**config.mk**
```make
export PLATFORM = sky130hd
export DESIGN_NAME = branch_unit
export DESIGN_NICKNAME = d
export VERILOG_FILES = /design/src/rtl/branch_unit.sv
export SDC_FILE = /design/constraint.sdc
export NUM_CORES = 1
export LEC_CHECK = 0
export ABC_AREA = 1
export CAP_MARGIN = 25
export CORE_MARGIN = 5
export CORE_UTILIZATION = 40
export CTS_CLUSTER_SIZE = 40
export DETAILED_ROUTE_END_ITERATION = 8
export PLACE_DENSITY_LB_ADDON = 0.12
export SYNTH_ARGS = -nofsm -noshare
export SYNTH_HDL_FRONTEND = slang
export SYNTH_SLANG_ARGS = --single-unit
```
**constraint.sdc**
```tcl
create_clock -name clk -period 3.13 [get_ports clk]
set_clock_uncertainty 0.05 [all_clocks]
set_input_delay 0.313 -clock clk [delete_from_list [all_inputs] [get_ports clk]]
set_output_delay 0.313 -clock clk [all_outputs]
set_load 0.02 [all_outputs]
```
**src/rtl/branch_unit.sv**
```systemverilog
// Branch resolution and fetch-PC unit: evaluates the EX-stage control transfer,
// owns the fetch PC and raises a multi-cycle flush after each taken redirect.
module branch_unit #(
  parameter logic [31:0] RESET_PC     = 32'h0000_0000,
  parameter int unsigned FLUSH_CYCLES = 2
) (
  input  logic        clk,
  input  logic        rst,
  input  logic        stall,
  input  logic        valid,
  input  logic        br,
  input  logic        jal,
  input  logic        jalr,
  input  logic [2:0]  funct3,
  input  logic [31:0] pc_ex,
  input  logic [31:0] imm,
  input  logic [31:0] rs1,
  input  logic        beq,
  input  logic        blt,
  output logic        br_un,
  output logic [31:0] pc,
  output logic        flush,
  output logic        taken,
  output logic        misalign,
  output logic [31:0] taken_count
);

  typedef enum logic [0:0] {RUN = 1'b0, FLUSH = 1'b1} state_t;

  localparam logic [3:0] FLUSH_LOAD = 4'(FLUSH_CYCLES);

  state_t      state_r, state_nx_s;
  logic [3:0]  fcnt_r, fcnt_nx_s;
  logic [31:0] pc_r, pc_nx_s;
  logic [31:0] count_r, count_nx_s;
  logic        flush_r, taken_r, taken_nx_s, misalign_r, misalign_nx_s;
  logic [31:0] target_s;
  logic        ev_s, req_s, aligned_s;

  function automatic logic branch_cond(input logic [2:0] f3, input logic eq, input logic lt);
    logic c;
    case (f3)
      3'b000:         c = eq;
      3'b001:         c = ~eq;
      3'b100, 3'b110: c = lt;
      3'b101, 3'b111: c = ~lt;
      default:        c = 1'b0;
    endcase
    return c;
  endfunction

  assign br_un       = funct3[1];
  assign pc          = pc_r;
  assign flush       = flush_r;
  assign taken       = taken_r;
  assign misalign    = misalign_r;
  assign taken_count = count_r;

  // Redirect target; JALR clears bit 0 of the computed address.
  always_comb begin
    target_s = 32'h0000_0000;
    if (jalr) begin
      target_s = (rs1 + imm) & 32'hFFFF_FFFE;
    end else begin
      target_s = pc_ex + imm;
    end
  end

  // Instructions seen while the flush counter runs are wrong-path.
  assign ev_s      = valid & ~stall & (fcnt_r == 4'd0);
  assign req_s     = ev_s & (jalr | jal | (br & branch_cond(funct3, beq, blt)));
  assign aligned_s = (target_s[1:0] == 2'b00);

  // Next-state and next-output logic for the RUN/FLUSH controller.
  always_comb begin
    state_nx_s    = state_r;
    fcnt_nx_s     = fcnt_r;
    pc_nx_s       = pc_r;
    count_nx_s    = count_r;
    taken_nx_s    = 1'b0;
    misalign_nx_s = 1'b0;
    case (state_r)
      RUN: begin
        if (stall) begin
          state_nx_s = RUN;
        end else if (req_s && aligned_s) begin
          state_nx_s = FLUSH;
          fcnt_nx_s  = FLUSH_LOAD;
          pc_nx_s    = target_s;
          count_nx_s = count_r + 32'd1;
          taken_nx_s = 1'b1;
        end else begin
          pc_nx_s       = pc_r + 32'd4;
          misalign_nx_s = req_s;
        end
      end
      FLUSH: begin
        if (stall) begin
          state_nx_s = FLUSH;
        end else begin
          pc_nx_s    = pc_r + 32'd4;
          fcnt_nx_s  = fcnt_r - 4'd1;
          state_nx_s = (fcnt_r == 4'd1) ? RUN : FLUSH;
        end
      end
      default: begin
        state_nx_s = RUN;
        fcnt_nx_s  = 4'd0;
      end
    endcase
  end

  // State, PC, counter and registered outputs.
  always_ff @(posedge clk) begin
    if (rst) begin
      state_r    <= RUN;
      fcnt_r     <= 4'd0;
      pc_r       <= RESET_PC;
      count_r    <= 32'd0;
      flush_r    <= 1'b0;
      taken_r    <= 1'b0;
      misalign_r <= 1'b0;
    end else begin
      state_r    <= state_nx_s;
      fcnt_r     <= fcnt_nx_s;
      pc_r       <= pc_nx_s;
      count_r    <= count_nx_s;
      flush_r    <= (fcnt_nx_s != 4'd0);
      taken_r    <= taken_nx_s;
      misalign_r <= misalign_nx_s;
    end
  end

endmodule

```
==> results of run 1 <==
[layer usage]
| metal | GRT usage, % | vias up | part of all wire (%) |
|---|---|---|---|
| met5 | 0 | - | 0 |
| met4 | 5.83 | 0 | 2.2 |
| met3 | 2.96 | 49 | 6.1 |
| met2 | 41.6 | 398 | 44 |
| met1 | 35.5 | 4952 | 47 |
| li1 | - | 5830 | - |
[layout by cell type (no fill, tap or decap), drive strengths merged, types with 2 or more instances in the layout]
cell             n
dfxtp           72
xnor2           16
buf             14
nand3          150
nand3b          17
a31oi            6
o21ai           50
clkdlybuf4s50  175
nor3b            2
nor2           153
inv            302
o21bai           6
ha              66
clkbuf          10
xor2            22
o22ai            4
nor3            62
o21a             4
a21oi           90
clkinv           3
or2             11
nand4           28
o211ai           2
nor4             6
fa               2
and2             3
nand2          627
[Yosys cell counts, types with 16 or more instances]
library cell and number:
o21ai_0 37, xnor2_1 16, dfxtp_1 72, nand3b_1 17
nand2_1 623, ha_1 66, inv_1 297, nand3_1 149
nor3_1 58, nor2_1 147, a21oi_1 90, nand4_1 27
xor2_1 22
[power by group]
part	leakage, nW	internal [W]	switching (W)
clock network	0.143	0.000622	0.000429
logic	5.01	0.000532	0.000845
registers	0.582	0.000944	0.0000419
[cell families (layout without fill, tap and decap cells)]
family | after synthesis | count (layout) | share of synthesized area (%)
buf+inv | 326 | 506 | 13.4
simple gates | 1061 | 1061 | 48.7
xor+xnor | 38 | 38 | 3.58
fa+ha+maj | 68 | 68 | 9.30
flops | 72 | 72 | 15.5
compound gates | 165 | 165 | 9.46
mux | 1 | 1 | 0.108
[area by class of cell]
class / count / area (um2) / area share [%]
clock inverters: 6 / 68.8 / 0.585
multi-input cells: 1333 / 6620 / 56.3
repair buffers: 189 / 1880 / 16.0
clock buffers: 10 / 229 / 1.95
well taps: 313 / 392 / 3.33
flip-flops and latches: 72 / 1440 / 12.3
inverters: 301 / 1130 / 9.62
[sequential cells by signal (all words and copies together), names as in the netlist]
name / flops
pc: 32
flush: 1
taken_count: 32
state_r: 1
fcnt_r: 4
misalign: 1
taken: 1
[metrics by stage]
step                      setup slack (ns)  hold WS (ns)
after floorplan                      0.977         0.473
after global placement               0.209         0.401
after detailed placement             0.148         0.398
after CTS                            0.481         0.411
after global routing                 0.286         0.437
final                                0.472         0.408
[worst reg2reg max path: cells and delay by family (launching register included)]
kind          cells  cell delay (ns)
simple gates      7             1.12
flops             1             0.32
buf+inv           2             0.34
fa+ha+maj         1             0.18
[how the worst max path moves through the flow]
stage             start               to  slack [ns]
3_3_place_gp     imm[1]  taken_count[24]        0.21
4_1_cts          imm[1]  taken_count[22]        0.48
5_1_grt          imm[1]   taken_count[9]        0.29
2_1_floorplan  pc_ex[0]  taken_count[21]        0.98
3_5_place_dp     imm[1]   taken_count[9]        0.15
6_report         imm[1]   taken_count[9]        0.47
==> run_results.csv, run 1 <==
group,metric,value,unit
setup_path,path_delay_family,"buffers and inverters",
clocking,htree_levels,3,
clocking,max-clock-path-buffers,2,
synth,synth.distinct_cells,43,
detailed_routing,ant_nets,0,
clocking,clkTransAtPathRegs,0.06,ns
setup_path,crit_path_end_kind,"flip-flop",
outcome,run_status,"complete, no violations",
synth,yosysTopAreaCell,"nand2_1",
clocking,cts_resized,0,
setup_path,cp_slowest_cell,"fa_1",
die,die_area,0.0264,mm2
finish,fillCellCount,2458,
synth,yosysTopAreaCellShare,25.1,%
die,die_w,163,um
place,io_buffers,175,
clocking,clk_latency,0.34,ns
die,die-height,163,um
sta,fin_crit,2.66,ns
finish,fin_util,51.7,%
detailed_routing,via_per_inst,5.05,
die,initial_core_util,40.9,%
detailed_routing,wl,34000,um
worst_hold_path,whs_endpoint,"pc[0]",
sta,fmax,0.376,GHz
clocking,cts_sinks,72,
detailed_routing,via_count,11200,
worst_hold_path,hold_path_depth,2,
synth,ys.flop_type,"dfxtp_1",
setup_path,r2r_end,"taken_count[9]",
sta,worstMarginPinSlew,0.716,ns
synth,ys_seq_area_share,15.5,%
setup_path,rr_worst_depth,10,
global_routing,grt_pass1_wl,54600,um
synth,synth.yosys.warnings,0,
synth,synthTopCellsByArea,"nand2_1 (25%), dfxtp_1 (15%), inv_1 (12%), ha_1 (8.9%), nand3_1 (8.0%)",
finish,antennaDiodeCount,0,
power_and_ir_drop,powerDensity,290,mW/mm2
sta,finalCritPeriodShare,84.9,%
setup_path,rr_startpoint,"fcnt_r[1]",
global_routing,grt-ovfl-total,0,
power_and_ir_drop,irDropWorstVdd,0.218,mV
detailed_routing,first_pass_iters,6,
die,rows,55,
synth,postSynthAreaPerCell,5.38,um2
setup_path,required,3.29,ns
finish,finalInstanceArea,0.0118,mm2
sta,slew_viol_final,0,
clocking,cts_setup_buffers,0,
setup_path,path_buf_inv,3,
clocking,cts_root_buf,"clkbuf_16",
finish,drive_gt1_share,3.19,%
place,dpl.cell_count,2208,
worst_hold_path,timing.hold.worst.class,"flip-flop to flip-flop",
setup_path,r2r_setup_slack,0.99,ns
global_routing,grt_pass1_vias,10600,
place,hpwl,28100,um
power_and_ir_drop,p_leak,5.74,nW
power_and_ir_drop,total_power,0.00341,W
setup_path,arrival,2.82,ns
finish,final_cell_count_no_fill,2224,
clocking,cts_made_buffers,9,
setup_path,crit_path_start_kind,"primary input",
setup_path,cp.depth,11,
global_routing,grt_max_degree,36,
setup_path,path_class,"primary input to flip-flop",
global_routing,antenna_found_initial,0,
sta,rsz0062_at_grt,"no",
finish,syn2layout_area_growth,26.4,%
synth,syn_nets,1907,
synth,netlist_area,0.00931,mm2
clocking,hold_buffers,0,
die,core_area,0.0228,mm2
finish,fin_nets,2082,
detailed_routing,drc,0,
detailed_routing,detail_route.wl_per_cell,15.3,um
job,drv_cap,0,
synth,async_flop_share,0,%
clocking,cts_tree,"built",
setup_path,cpPeakStageDelay,0.54,ns
die,pin_count,176,
synth,syn_inst,1731,
sta,hold_viol,0,
global_routing,gr-usage-all-layers,25.3,%
place,postPlaceCellArea,0.0115,mm2
synth,synth_seq_cells,72,
sta,slew_headroom,52.1,%
detailed_routing,drtIter0Drc,851,
sta,setup_viol,0,
setup_path,worstPathMaxFanout,5,
worst_hold_path,worstHoldStart,"pc[0]",
synth,synth_edf_count,0,
place,place_congestion,0.942,
setup_path,worstPathCellList,"clkdlybuf4s50_1, inv_1, fa_1, nand2_1, a22oi_2, nand4_4, buf_4, nor2_2, nand2_1, nor3_1, nor3_1",
sta,tns,0,ns
Note: power is estimated with default switching activity, not from simulation.
==> run 2, diff against run 1 <==
==> constraint.sdc (replaced) <==
create_clock -name clk -period 2.8 [get_ports clk]
set_clock_uncertainty 0.05 [all_clocks]
set_input_delay 0.28 -clock clk [delete_from_list [all_inputs] [get_ports clk]]
set_output_delay 0.28 -clock clk [all_outputs]
set_load 0.02 [all_outputs]
==> run_results.csv, run 2 (synthesized netlist as in run 1, its figures left out) <==
group,metric,value,unit
clocking,cts_root_buf,"clkbuf_16",
setup_path,r2r_setup_slack,0.65,ns
power_and_ir_drop,swShare,37.1,%
setup_path,crit_start,"imm[0]",
sta,slew_viol_final,0,
sta,tns,0,ns
sta,hold_viol,0,
die,die_area,0.0264,mm2
place,dpl.cell_count,2220,
clocking,cts_sinks,72,
setup_path,cpPeakStageDelay,0.50,ns
global_routing,grt-ovfl-total,0,
finish,final_cell_mix,"nand2_1 (623), inv_1 (297), clkdlybuf4s50_1 (175), nand3_1 (149), nor2_1 (147)",
detailed_routing,ant_nets,0,
place,hpwl,28000,um
finish,antennaDiodeCount,0,
power_and_ir_drop,power_frac_comb,39.3,%
detailed_routing,via_count,11200,
clocking,clk_latency,0.34,ns
finish,fin_nets,2094,
global_routing,grt_pass1_wl,53600,um
global_routing,antenna_found_initial,0,
setup_path,crit_path_start_kind,"primary input",
sta,setup_viol,0,
sta,fin_crit,2.54,ns
setup_path,rr_worst_depth,14,
setup_path,cp-endpoint,"pc[30]",
outcome,run_status,"complete, no violations",
finish,layout_commonest_cell,"nand2_1",
detailed_routing,detail_route.wl_per_cell,15.1,um
setup_path,rr_startpoint,"pc[3]",
clocking,max-clock-path-buffers,2,
global_routing,gr-usage-all-layers,24.7,%
setup_path,worstPathCellList,"clkdlybuf4s50_1, ha_1, inv_1, fa_1, nand2_1, a22oi_2, nand4_4, inv_2, buf_12, nand3_1, nand3_1, nand2_1",
sta,fin_hold_ws,0.412,ns
clocking,htree_levels,3,
setup_path,cp_slowest_cell,"fa_1",
clocking,cts_tree,"built",
die,rows,55,
setup_path,crit_path_end_kind,"flip-flop",
setup_path,r2r_end,"pc[24]",
die,initial_core_util,40.9,%
clocking,cts_resized,0,
setup_path,arrival,2.73,ns
global_routing,grt_max_degree,38,
detailed_routing,highest_layer,"met4",
detailed_routing,first_pass_iters,6,
sta,worstMarginPinSlew,0.561,ns
finish,fillCellCount,2451,
setup_path,path_class,"primary input to flip-flop",
sta,finalCritPeriodShare,90.9,%
finish,syn2layout_area_growth,27.6,%
sta,slew_headroom,62.2,%
finish,final_cell_count_no_fill,2236,
job,drv_cap,0,
clocking,cts_made_buffers,9,
detailed_routing,wl_met3,2120,um
place,io_buffers,175,
sta,rsz0062_at_grt,"no",
detailed_routing,via_per_inst,5.00,
detailed_routing,drc,0,
power_and_ir_drop,powerDensity,331,mW/mm2
power_and_ir_drop,power_frac_seq,28.1,%
setup_path,worstPathMaxFanout,37,
power_and_ir_drop,pwr-share-clk,32.6,%
global_routing,grt_pass1_vias,10300,
detailed_routing,wl_met1,16000,um
detailed_routing,drtIter0Drc,845,
die,core_area,0.0228,mm2
die,die-height,163,um
power_and_ir_drop,irDropWorstVdd,0.249,mV
clocking,hold_buffers,0,
setup_path,required,2.98,ns
finish,drive_gt1_share,3.85,%
die,die_w,163,um
detailed_routing,dr_wl_met2,14900,um
power_and_ir_drop,p_int,0.00247,W
worst_hold_path,timing.hold.worst.class,"flip-flop to flip-flop",
clocking,cts_setup_buffers,0,
power_and_ir_drop,total_power,0.00393,W
detailed_routing,wl,33700,um
place,place_congestion,0.931,
die,pin_count,176,
power_and_ir_drop,p_sw,0.00146,W
sta,fmax,0.393,GHz
clocking,clkTransAtPathRegs,0.06,ns
power_and_ir_drop,p_leak,5.82,nW
run 2: routing by layer:
metal | vias up | GRT usage, %
li1 | 5845 | -
met1 | 4905 | 34.8
met2 | 367 | 40.7
met3 | 56 | 3.09
met4 | 0 | 4.96
met5 | - | 0
run 2: worst max-delay path, delay by kind of cell:
kind | cells | cell delay [ns]
buffers and inverters | 4 | 0.86
and+or+nand+nor | 5 | 0.68
adders and majority gates | 2 | 0.67
AOI/OAI and AO/OA | 1 | 0.24
run 2: layout make-up:
class	instances	area [um2]	area share [%]
inverters	301	1130	9.53
multi-input cells	1333	6620	55.8
repair buffers	201	1960	16.5
clock inverters	6	91.3	0.769
clock buffers	10	239	2.01
well taps	313	392	3.30
flip-flops and latches	72	1440	12.1
run 2: metrics by stage:
step	worst slack, ns	instance area, um2	utilization [%]
global placement	-0.0322	11500	50.7
global route	0.0854	11900	52.1
finish	0.255	11900	52.1
CTS	0.238	11900	52.1
detailed placement	-0.0648	11500	50.7
floorplan	0.680	9310	-
run 2: worst min-delay path by stage:
stage | from | end | slack (ns) | cells past startpoint
final | pc[1] | pc[1] | 0.41 | 2
after global routing | pc[1] | pc[1] | 0.43 | 2
after CTS | pc[1] | pc[1] | 0.42 | 2
after detailed placement | pc[1] | pc[1] | 0.41 | 2
after global placement | pc[1] | pc[1] | 0.41 | 2
after floorplan | rst | misalign | 0.47 | 3
run 2: power by group through the flow:
stage	Sequential, W	Clock, W	Combinational [W]
final	0.00110	0.00128	0.00154
after global placement	0.00112	0	0.00152
after CTS	0.00110	0.00130	0.00154
after detailed placement	0.00112	0	0.00153
after floorplan	0.00114	0	0.000926
after global routing	0.00111	0.00135	0.00173
